### config.mk
export PLATFORM = sky130hd
export DESIGN_NAME = mult_scoreboard
export DESIGN_NICKNAME = d
export VERILOG_FILES = /design/src/rtl/mult_scoreboard.sv
export SDC_FILE = /design/constraint.sdc
export NUM_CORES = 1
export LEC_CHECK = 0
export CORE_MARGIN = 8
export CORE_UTILIZATION = 42
export CTS_CLUSTER_SIZE = 12
export DETAILED_ROUTE_END_ITERATION = 16
export GPL_TIMING_DRIVEN = 0
export HOLD_SLACK_MARGIN = 0.12
export PLACE_DENSITY = 0.65
export RECOVER_POWER = 25
export SKIP_CTS_REPAIR_TIMING = 1
export SYNTH_ARGS = -nofsm -noshare
export SYNTH_HDL_FRONTEND = slang
export SYNTH_SLANG_ARGS = --single-unit
export TNS_END_PERCENT = 100
### constraint.sdc
create_clock -name clk -period 13.55 [get_ports clk]
set_input_delay 1.355 -clock clk [delete_from_list [all_inputs] [get_ports clk]]
set_output_delay 1.355 -clock clk [all_outputs]
set_load 0.01 [all_outputs]
### src/rtl/mult_scoreboard.sv
// Self-checking harness for a pipelined multiplier: issues operand vectors, queues the
// expected products, and grades the DUT results that return LAT cycles later.
module mult_scoreboard #(
    parameter int W        = 16,
    parameter int LAT      = 4,
    parameter int DEPTH    = 8,
    parameter int SIGNED   = 0,
    parameter int SELF_REF = 0,
    parameter int CNT_W    = 32
) (
    input  logic               clk,
    input  logic               rst,
    input  logic               start,
    input  logic               in_valid,
    output logic               in_ready,
    input  logic [W-1:0]       in_a,
    input  logic [W-1:0]       in_b,
    input  logic [2*W-1:0]     in_exp,
    input  logic               in_last,
    output logic [W-1:0]       dut_a,
    output logic [W-1:0]       dut_b,
    output logic               dut_valid,
    input  logic [2*W-1:0]     dut_product,
    output logic [CNT_W-1:0]   run_cnt,
    output logic [CNT_W-1:0]   pass_cnt,
    output logic [CNT_W-1:0]   fail_cnt,
    output logic [CNT_W-1:0]   first_fail_idx,
    output logic [2*W-1:0]     first_fail_got,
    output logic [2*W-1:0]     first_fail_exp,
    output logic               err,
    output logic               done,
    output logic               grade
);
    localparam int AW = (DEPTH > 1) ? $clog2(DEPTH) : 1;
    localparam int OW = $clog2(DEPTH + 1);

    if (DEPTH < LAT + 1) begin : g_bad_depth
        $error("mult_scoreboard: DEPTH must be >= LAT+1");
    end
    if ((DEPTH & (DEPTH - 1)) != 0) begin : g_bad_pow2
        $error("mult_scoreboard: DEPTH must be a power of 2");
    end

    typedef enum logic [1:0] {S_IDLE, S_RUN, S_DRAIN, S_DONE} state_t;

    function automatic logic [CNT_W-1:0] sat_inc(input logic [CNT_W-1:0] v);
        return (&v) ? v : v + CNT_W'(1);
    endfunction

    // Low 2W bits of the product of the extended operands give the exact product.
    function automatic logic [2*W-1:0] calc_product(input logic [W-1:0] a, input logic [W-1:0] b);
        logic signed [2*W-1:0] ax;
        logic signed [2*W-1:0] bx;
        if (SIGNED != 0) begin
            ax = $signed({{W{a[W-1]}}, a});
            bx = $signed({{W{b[W-1]}}, b});
        end else begin
            ax = $signed({{W{1'b0}}, a});
            bx = $signed({{W{1'b0}}, b});
        end
        return ax * bx;
    endfunction

    function automatic logic [AW-1:0] next_ptr(input logic [AW-1:0] p);
        return (p == AW'(DEPTH - 1)) ? '0 : p + AW'(1);
    endfunction

    state_t             state_q, state_d;
    logic [W-1:0]       dut_a_q, dut_a_d, dut_b_q, dut_b_d;
    logic               dut_valid_q, dut_valid_d;
    logic [AW-1:0]      wr_ptr_q, wr_ptr_d, rd_ptr_q, rd_ptr_d;
    logic [OW-1:0]      occ_q, occ_d, occ_after_pop;
    logic [CNT_W-1:0]   run_cnt_q, run_cnt_d, pass_cnt_q, pass_cnt_d, fail_cnt_q, fail_cnt_d;
    logic [CNT_W-1:0]   ff_idx_q, ff_idx_d;
    logic [2*W-1:0]     ff_got_q, ff_got_d, ff_exp_q, ff_exp_d;
    logic               err_q, err_d;
    logic [2*W-1:0]     fifo_mem [DEPTH];
    logic [2*W-1:0]     head, exp_val;
    logic               cmp_vld, sr_busy, fifo_empty, pop, xfer, mismatch, in_flight, ready_c;

    // Compare-cycle marker: dut_valid delayed by LAT cycles
    if (LAT == 0) begin : g_nolat
        assign cmp_vld = dut_valid_q;
        assign sr_busy = 1'b0;
    end else begin : g_lat
        logic [LAT-1:0] vld_sr_q, vld_sr_d;
        always_comb begin
            vld_sr_d = (vld_sr_q << 1) | LAT'(dut_valid_q);
        end
        always_ff @(posedge clk) begin
            if (rst) vld_sr_q <= '0;
            else     vld_sr_q <= vld_sr_d;
        end
        assign cmp_vld = vld_sr_q[LAT-1];
        assign sr_busy = |vld_sr_q;
    end

    always_comb begin
        fifo_empty    = (occ_q == '0);
        head          = fifo_mem[rd_ptr_q];
        pop           = cmp_vld && !fifo_empty;
        occ_after_pop = occ_q - OW'(pop);
        ready_c       = (state_q == S_RUN) && (occ_after_pop < OW'(DEPTH));
        xfer          = in_valid && ready_c;
        exp_val       = (SELF_REF != 0) ? calc_product(in_a, in_b) : in_exp;
        // Case inequality so an X/Z result from the DUT grades as a failure
        mismatch      = fifo_empty || (dut_product !== head);
        in_flight     = dut_valid_q || sr_busy;
    end

    always_comb begin
        state_d     = state_q;
        dut_a_d     = dut_a_q;
        dut_b_d     = dut_b_q;
        dut_valid_d = xfer;
        wr_ptr_d    = wr_ptr_q;
        rd_ptr_d    = rd_ptr_q;
        occ_d       = occ_after_pop + OW'(xfer);
        run_cnt_d   = run_cnt_q;
        pass_cnt_d  = pass_cnt_q;
        fail_cnt_d  = fail_cnt_q;
        ff_idx_d    = ff_idx_q;
        ff_got_d    = ff_got_q;
        ff_exp_d    = ff_exp_q;
        err_d       = err_q;

        if (xfer) begin
            dut_a_d  = in_a;
            dut_b_d  = in_b;
            wr_ptr_d = next_ptr(wr_ptr_q);
        end
        if (pop) rd_ptr_d = next_ptr(rd_ptr_q);

        if (cmp_vld) begin
            run_cnt_d = sat_inc(run_cnt_q);
            if (mismatch) begin
                fail_cnt_d = sat_inc(fail_cnt_q);
                if (!err_q) begin
                    ff_idx_d = run_cnt_q;
                    ff_got_d = dut_product;
                    ff_exp_d = fifo_empty ? '0 : head;
                end
                err_d = 1'b1;
            end else begin
                pass_cnt_d = sat_inc(pass_cnt_q);
            end
        end

        case (state_q)
            S_IDLE, S_DONE: begin
                if (start) begin
                    state_d    = S_RUN;
                    run_cnt_d  = '0;
                    pass_cnt_d = '0;
                    fail_cnt_d = '0;
                    ff_idx_d   = '0;
                    ff_got_d   = '0;
                    ff_exp_d   = '0;
                    err_d      = 1'b0;
                end
            end
            S_RUN:   if (xfer && in_last) state_d = S_DRAIN;
            S_DRAIN: if (!in_flight && fifo_empty) state_d = S_DONE;
            default: state_d = S_IDLE;
        endcase
    end

    always_ff @(posedge clk) begin
        if (rst) begin
            state_q     <= S_IDLE;
            dut_a_q     <= '0;
            dut_b_q     <= '0;
            dut_valid_q <= 1'b0;
            wr_ptr_q    <= '0;
            rd_ptr_q    <= '0;
            occ_q       <= '0;
            run_cnt_q   <= '0;
            pass_cnt_q  <= '0;
            fail_cnt_q  <= '0;
            ff_idx_q    <= '0;
            ff_got_q    <= '0;
            ff_exp_q    <= '0;
            err_q       <= 1'b0;
        end else begin
            state_q     <= state_d;
            dut_a_q     <= dut_a_d;
            dut_b_q     <= dut_b_d;
            dut_valid_q <= dut_valid_d;
            wr_ptr_q    <= wr_ptr_d;
            rd_ptr_q    <= rd_ptr_d;
            occ_q       <= occ_d;
            run_cnt_q   <= run_cnt_d;
            pass_cnt_q  <= pass_cnt_d;
            fail_cnt_q  <= fail_cnt_d;
            ff_idx_q    <= ff_idx_d;
            ff_got_q    <= ff_got_d;
            ff_exp_q    <= ff_exp_d;
            err_q       <= err_d;
        end
    end

    // Expected-value storage holds data only; validity lives in the pointers
    always_ff @(posedge clk) begin
        if (xfer) fifo_mem[wr_ptr_q] <= exp_val;
    end

    assign in_ready       = ready_c;
    assign dut_a          = dut_a_q;
    assign dut_b          = dut_b_q;
    assign dut_valid      = dut_valid_q;
    assign run_cnt        = run_cnt_q;
    assign pass_cnt       = pass_cnt_q;
    assign fail_cnt       = fail_cnt_q;
    assign first_fail_idx = ff_idx_q;
    assign first_fail_got = ff_got_q;
    assign first_fail_exp = ff_exp_q;
    assign err            = err_q;
    assign done           = (state_q == S_DONE);
    assign grade          = (state_q == S_DONE) && (fail_cnt_q == '0);
endmodule
==> results.toml, run 1 <==
[run_status]
status = "complete, no violations"

[worst_setup_path]
crit_fanout = 10
critPathCaptureType = "flop"
worstPathRequired_ns = 14.06
crit_type = "flop to flop"
cp_data_arrival_time_ns = 5.55
cp-start-kind = "flop"

[logic_synthesis]
synth_edf_count = 256
yosys_register_bits = 501
synth-seq-area-share_pct = 62.1
synth-xor-area-share_pct = 2.25
synth_ff_type = "edfxtp_1"
synthMuxAreaShare_pct = 8.10
synth_top_family_by_area = "simple AND/OR/NAND/NOR gates"
synth_cells = 1740
synthAdderAreaFrac_pct = 0.987
synth_nets = 1857
synth_cell_type_count = 48
synth-async-reset-ratio_pct = 0
yosysWarnings = 0
netlist_area_um2 = 20300
yosysTopAreaCell = "edfxtp_1"
synth_area_per_cell_um2 = 11.7
synth.most_common_cell = "edfxtp_1"
synth_top_cells_by_count = "256 x edfxtp_1, 245 x dfxtp_1, 215 x nand2_1"
synth_area_leaders = "edfxtp_1 38%, dfxtp_1 24%, mux2i_1 4.5%"
synth_top_area_share_pct = 37.9
synth-compound-area-share_pct = 9.23
yosys.area_share.simple_pct = 14.6

[die]
die-width_um = 236
die-area_um2 = 55600
rows = 80
fp.coreArea_um2 = 47700
initial_core_util_pct = 42.5
fp.dieH_um = 236
ios = 330

[power]
p_sw_share_pct = 25.6
pwr-share-comb_pct = 11.2
clock_power_share_pct = 40.4
sequentialPowerShare_pct = 48.4
netSwitchingPower_uw = 872
internal-power_mw = 2.54
p_leak_nw = 8.71
vdd_drop_max_v = 0.0000931
cellPowerDensity_nw_per_um2 = 130
p_total_mw = 3.41

[sta]
period_needed_ns = 5.04
period_share_pct = 37.2
setup_viol = 0
finClkSkew_ns = 0.0290
setup_ws_ns = 8.51
tightestPinTransition_ns = 0.995
fin_setup_tns_ns = 0
grt_setup_unrepaired = "false"
drv_slew = 0
maxSlewHeadroom_pct = 33.4
hold_viol = 0
fmax_mhz = 199

[placed_design]
dp_slack_ns = 8.30
dp_cells = 2714
portBuffers = 328
place.gp.congestion = 0.871
place.detailed.hpwl_mm = 48.2

[finish]
areaGrowthSynthToFinish_pct = 29.8
stdcell_count = 2814
nNetsFinal = 2272
layout-drive-gt1-share_pct = 10.0
nFillCells = 4059

[clocking]
cts_tree = "yes"
cts_sinks = 501
clockBufferDepth = 3
cts_buffers = 53
htreeDepth = 2
clock_latency_ns = 0.62
path_clk_slew_ns = 0.06
root_buffer = "clkbuf_16"

[routing]
drt_pre_antenna_iters = 5
drt-total-wl_mm = 64.8
via_per_inst = 5.62
drcViolationCount = 0
routedWlPerCell_um = 23.0
vias = 15823
drt_first_iter_violations = 1397
antenna_left = 0

[global_route]
grt_pass1_vias = 15390
antenna_found_initial = 7
grt_pass1_wl_mm = 96.3
grt_max_degree = 21
grt_usage_pct = 22.5
grt-ovfl-total = 0

[hold_path]
min_path_type = "flop to flop"

[flow_run]
cap_violations = 0
-- power groups by stage --
| stage | clock [mW] | sequential, mW | combinational [mW] |
|---|---|---|---|
| floorplan | 0 | 1.69 | 0.186 |
| CTS | 1.40 | 1.65 | 0.386 |
| finish | 1.38 | 1.65 | 0.382 |
| global placement | 0 | 1.69 | 0.366 |
| detailed placement | 0 | 1.68 | 0.384 |
| global route | 1.46 | 1.65 | 0.417 |
-- layout make-up --
| class | count | area (µm²) | area share (%) |
|---|---|---|---|
| multi-input combinational | 1109 | 7170 | 27.3 |
| timing repair buffer | 360 | 3600 | 13.7 |
| antenna | 3 | 7.51 | 0.0285 |
| buffer | 107 | 469 | 1.78 |
| sequential | 501 | 12600 | 47.9 |
| tap | 615 | 769 | 2.92 |
| clock inverter | 14 | 128 | 0.485 |
| clock buffer | 82 | 1490 | 5.64 |
| inverter | 23 | 86.3 | 0.328 |
-- kinds of logic after synthesis --
kind of cell               Yosys count
and+or+nand+nor                    612
DFF                                501
AOI/OAI and AO/OA                  300
buffers and inverters              130
muxes                              129
xor gates and xnor gates            52
adders and majority gates           16
-- metal layers --
metal,global-route usage [%],vias to the layer above,share of wire [%]
met5,0,-,0.077
met4,7.18,8,2.6
met3,6.03,100,8.3
met2,37.1,610,48
met1,28.4,7821,41
li1,-,7284,-
-- flip-flops by register name, summed over array words and instances (netlist names), 4 cells and up, named ones only --
name            cells
fifo_mem          256
first_fail_idx     32
run_cnt            32
dut_a              16
pass_cnt           32
first_fail_exp     32
first_fail_got     32
dut_b              16
occ_q               4
fail_cnt           32
g_lat.vld_sr_q      4
-- placed cells by master (no fill, tap or decap), types with 11 or more instances in the layout --
| cell type | instances |
|---|---|
| buf_6 | 21 |
| nor2b_1 | 11 |
| mux2i_1 | 91 |
| nand2_1 | 215 |
| mux4_2 | 26 |
| a31o_2 | 32 |
| mux2_2 | 11 |
| dfxtp_1 | 245 |
| xor2_1 | 36 |
| nor3_1 | 13 |
| buf_4 | 14 |
| o31ai_1 | 26 |
| a21oi_1 | 83 |
| dlygate4sd3_1 | 31 |
| clkbuf_1 | 86 |
| nand2b_1 | 14 |
| nor2_1 | 85 |
| clkdlybuf4s50_1 | 297 |
| ha_1 | 16 |
| or3_1 | 36 |
| a22o_1 | 34 |
| o21ai_0 | 102 |
| xnor2_1 | 16 |
| clkbuf_16 | 53 |
| inv_1 | 23 |
| buf_2 | 33 |
| nor4_1 | 37 |
| nand4_1 | 35 |
| nand3_1 | 111 |
| and3_1 | 17 |
| edfxtp_1 | 256 |
-- stage by stage --
step / hold WS, ns / cell area, µm² / utilization (%)
floorplan: 0.438 / 20300 / -
global placement: 0.442 / 24300 / 51.0
detailed placement: 0.446 / 24700 / 51.7
CTS: 0.454 / 26300 / 55.1
global route: 0.472 / 26300 / 55.1
finish: 0.454 / 26300 / 55.1
-- worst max-delay path, stage by stage (launching register included) --
cell and delay (ns):
dfxtp_1 0.31, buf_2 0.21, buf_2 0.42, buf_2 0.36, mux4_2 0.34, mux2i_1 0.55
xor2_1 0.21, nand4_1 0.17, nor2_1 0.21, nand4_1 0.33, o211ai_1 0.55, buf_2 0.36
buf_2 0.31, buf_2 0.38, nand3_1 0.12, o21ai_0 0.11
-- worst paths after layout --
path	to	from	cells past startpoint	slack, ns
max	first_fail_got[1]	flop	15	8.51
min	dut_b[11]	dut_b[11]	2	0.45
max reg2reg	first_fail_got[1]	flop	15	8.51
min reg2reg	dut_b[11]	dut_b[11]	2	0.45
No activity file was read; power rests on OpenSTA's default activity.
==> run 2: changes to the inputs <==
clock period = 5.1 ns   (was 13.55 ns; I/O delays follow)
==> run 2 against run 1 <==
Net effect:
- global-route usage is 0.30 points higher
- clock skew fell by 0.0026 ns
- die area did not move
- critical path depth unchanged
==> results.toml, run 2 (synthesis results as in run 1) <==
[finish]
largest_reg_flops = 256
areaGrowthSynthToFinish_pct = 30.7
fin_util_pct = 55.5
final_cell_area_um2 = 26500
nFillCells = 4092
final_common_cell = "clkdlybuf4s50_1"
layout_common_cells = "297 x clkdlybuf4s50_1, 256 x edfxtp_1, 245 x dfxtp_1"
top_register = "fifo_mem"
nNetsFinal = 2269
multiInputGateArea_um2 = 7200
layout-drive-gt1-share_pct = 10.4
register_area_um2 = 12600

[sta]
period_share_pct = 93.9
setup_ws_ns = 0.310
holdWs_ns = 0.453
fin_setup_tns_ns = 0
period_needed_ns = 4.79
drv_slew = 0
grt_setup_unrepaired = "false"
fmax_mhz = 209
hold_viol = 0
tightestPinTransition_ns = 1.29
setup_viol = 0
maxSlewHeadroom_pct = 13.5
finClkSkew_ns = 0.0264

[die]
die-width_um = 236
die-area_um2 = 55600
fp.dieH_um = 236
fp.coreArea_um2 = 47700
initial_core_util_pct = 42.5
rows = 80
ios = 330

[placed_design]
dpl_cell_area_um2 = 24700
place.gp.congestion = 0.876
place.detailed.hpwl_mm = 48.4
portBuffers = 328
dp_slack_ns = -0.0560

[worst_setup_path]
path_cells = "buf_2 > buf_2 > buf_2 > mux4_2 > mux2i_2 > xor2_1 > nand3_1 > nor4_1 > nand4_1 > o211ai_1 > buf_2 > buf_2 > clkbuf_4 > nand3_1 > o21ai_0"
critPathCaptureType = "flop"
path_delay_family = "buffers and inverters"
slowest_delay_ns = 0.44
worstPathRequired_ns = 5.61
critPathSlowestCell = "o211ai_1"
worst-path-buf-inv = 6
crit_fanout = 10
crit_type = "flop to flop"
cp-start-kind = "flop"
cp_data_arrival_time_ns = 5.30
cpMostUsedCell = "buf_2"

[flow_run]
cap_violations = 0

[clocking]
cts_buffers = 54
cts_tree = "yes"
clockBufferDepth = 3
path_clk_slew_ns = 0.06
clock_latency_ns = 0.61
htreeDepth = 2
cts_sinks = 501
root_buffer = "clkbuf_16"

[routing]
drt_pre_antenna_iters = 5
vias = 15858
via_per_inst = 5.63
routedWlPerCell_um = 23.2
antenna_left = 0
drt-total-wl_mm = 65.4
drt_first_iter_violations = 1312
drcViolationCount = 0

[global_route]
grt_usage_pct = 22.7
grt-ovfl-total = 0
grt_max_degree = 23
antenna_found_initial = 10
grt_pass1_wl_mm = 97.8
grt_pass1_vias = 15623

[run_status]
status = "complete, no violations"

[power]
p_leak_nw = 8.78
cellPowerDensity_nw_per_um2 = 349
vdd_drop_max_v = 0.000248

[hold_path]
min_path_type = "flop to flop"
[run 2: path summary, 6_finish.rpt]
path                            cells past startpoint  slack [ns]                 to      start
worst min register to register                      2        0.45          dut_a[11]  dut_a[11]
worst min-delay path                                2        0.45          dut_a[11]  dut_a[11]
worst max register to register                     15        0.31  first_fail_got[3]       flop
worst max-delay path                               15        0.31  first_fail_got[3]       flop
[run 2: metal layers]
layer	vias to the layer above	track usage, %	share of wire (%)
li1	7282	-	-
met4	6	5.97	2.3
met5	-	0	0.055
met3	122	5.70	8.3
met1	7773	29.2	42
met2	675	38.0	47
[run 2: cell type report]
type                       count  area share, %
sequential                   501           47.5
multi-input combinational   1109           27.2
timing repair buffer         356           13.7
clock buffer                  86           6.13
tap                          615           2.90
buffer                       107           1.79
clock inverter                13          0.430
inverter                      23          0.326
antenna                        5         0.0472
[run 2: per-stage QoR]
step / std cells / power [mW]
6_report: 2815 / 9.23
3_5_place_dp: 2710 / 5.50
3_3_place_gp: 2683 / 5.46
5_1_grt: 2813 / 9.54
2_1_floorplan: 1740 / 4.98
4_1_cts: 2809 / 9.31
[run 2: worst min-delay path, delay by kind of cell (launching register included)]
family | cells | cell delay [ns]
flip-flops | 1 | 0.30
AO/OA/AOI/OAI | 1 | 0.05
AND/OR/NAND/NOR | 1 | 0.05
[run 2: power by group]
| part | switching [mW] | internal [mW] | total (mW) |
|---|---|---|---|
| clock network | 1.59 | 2.23 | 3.82 |
| registers | 0.0439 | 4.34 | 4.39 |
| logic | 0.686 | 0.342 | 1.03 |
| total | 2.32 | 6.91 | 9.23 |
==> run 3: changes to the inputs <==
CORE_UTILIZATION = 40   (was 42)
PLACE_DENSITY = not set   (was 0.65)
==> run 3 against run 2 <==
Net effect:
- power down 0.44%
- utilization down 2.5 points
- global-route usage down 0.44 points
- clock power down 2%
- maximum frequency down 0.59%
- clock-buffer cell count down 3
- combinational power about the same
- first-iteration DRC count up 4.1%
==> results.toml, run 3 (synthesis results as in run 1) <==
[global_route]
busiest_layer = "met2"
grt-ovfl-total = 0
grt_use_met1_pct = 29.3
grt_max_degree = 22
met3_usage_pct = 6.09
grt_usage_pct = 22.3
grt_util_met2_pct = 36.3
grt_pass1_wl_mm = 97.9
grt_pass1_vias = 15434
antenna_found_initial = 10

[placed_design]
place.gp.congestion = 0.856
portBuffers = 328
dp_cells = 2768
dpl_cell_area_um2 = 24800
place.detailed.hpwl_mm = 49.1

[clocking]
cts_buffers = 53
clock_latency_ns = 0.61
cts_sinks = 501
htreeDepth = 2
cts_tree = "yes"
path_clk_slew_ns = 0.06
root_buffer = "clkbuf_16"
clockBufferDepth = 3

[routing]
drt_first_iter_violations = 1366
antenna_left = 0
drt_pre_antenna_iters = 8
routedWlPerCell_um = 23.2
vias = 15892
via_per_inst = 5.53
drt-total-wl_mm = 66.8
drcViolationCount = 0

[finish]
final_cell_area_um2 = 26500
final_common_cell = "clkdlybuf4s50_1"
register_area_um2 = 12600
top_register = "fifo_mem"
nNetsFinal = 2269
fin_util_pct = 53.0
layout_common_cells = "296 x clkdlybuf4s50_1, 256 x edfxtp_1, 245 x dfxtp_1"
multiInputGateArea_um2 = 7210
largest_reg_flops = 256
nFillCells = 4456
layout-drive-gt1-share_pct = 10.3
areaGrowthSynthToFinish_pct = 30.9
stdcell_count = 2873

[die]
fp.coreArea_um2 = 50100
die-area_um2 = 58100
rows = 82
die-width_um = 241
ios = 330
initial_core_util_pct = 40.5
fp.dieH_um = 241

[worst_setup_path]
cp_data_arrival_time_ns = 5.30
worstPathRequired_ns = 5.58
critPathCaptureType = "flop"
cp-start-kind = "flop"
crit_type = "flop to flop"
crit_fanout = 10

[power]
vdd_drop_max_v = 0.000235
p_total_mw = 9.19
p_leak_nw = 8.77
cellPowerDensity_nw_per_um2 = 346

[sta]
grt_setup_unrepaired = "false"
setup_viol = 0
period_needed_ns = 4.82
drv_slew = 0
finClkSkew_ns = 0.0248
period_share_pct = 94.5
fmax_mhz = 208
fin_setup_tns_ns = 0
tightestPinTransition_ns = 1.04
hold_viol = 0
maxSlewHeadroom_pct = 30.2

[flow_run]
cap_violations = 0

[hold_path]
min_from = "dut_a[2]"
min_path_type = "flop to flop"

[run_status]
status = "complete, no violations"
[run 3: cell types whose count changed in the layout (fill, tap and decap cells not counted), moves of 3 or more]
| cell | change |
|---|---|
| clkbuf_8 | -4 |
| buf_8 | +5 |
| buf_6 | -4 |
| clkbuf_1 | +3 |
[run 3: cell type report]
class                   count  share of cell area, %
clock buffers              83                   5.77
diodes                      4                 0.0377
well taps                 672                   3.17
inverters                  23                  0.325
repair buffers            357                   13.7
plain buffers             107                   1.77
multi-input cells        1109                   27.2
flip-flops and latches    501                   47.4
clock inverters            17                  0.589
[run 3: metal layers]
layer | routed length (µm) | vias up
met5 | 43 | -
met4 | 1390 | 8
met3 | 6310 | 93
met2 | 31300 | 649
met1 | 27700 | 7851
li1 | - | 7291
[run 3: through the flow]
step,hold WS (ns),setup WS [ns]
final,0.452,0.281
after CTS,0.432,0.0370
after detailed placement,0.446,0.0842
after global routing,0.446,0.0277
after floorplan,0.438,-0.0117
after global placement,0.442,-3.81
[run 3: worst max-delay path: stages (launching register included)]
cell      delay (ns)
dfxtp_1         0.31
buf_6           0.15
buf_6           0.17
nor2_1          0.25
clkbuf_1        0.61
a22o_1          0.29
or3_1           0.12
nand4_1         0.08
nor4_1          0.62
nand4_1         0.43
o21ai_0         0.79
buf_2           0.37
buf_2           0.27
nor4_1          0.07
o21bai_1        0.18
[run 3: final timing paths]
| check | end | slack, ns | depth (start not counted) |
|---|---|---|---|
| hold / removal | dut_a[2] | 0.45 | 2 |
| setup / recovery | fail_cnt[2] | 0.28 | 14 |
| setup reg to reg | fail_cnt[2] | 0.28 | 14 |
| hold reg to reg | dut_a[2] | 0.45 | 2 |
[run 3: power by group]
| group | switching (mW) | internal, mW | leakage [nW] |
|---|---|---|---|
| Sequential | 0.0448 | 4.34 | 4.28 |
| Clock | 1.60 | 2.17 | 0.831 |
| Combinational | 0.691 | 0.348 | 3.65 |
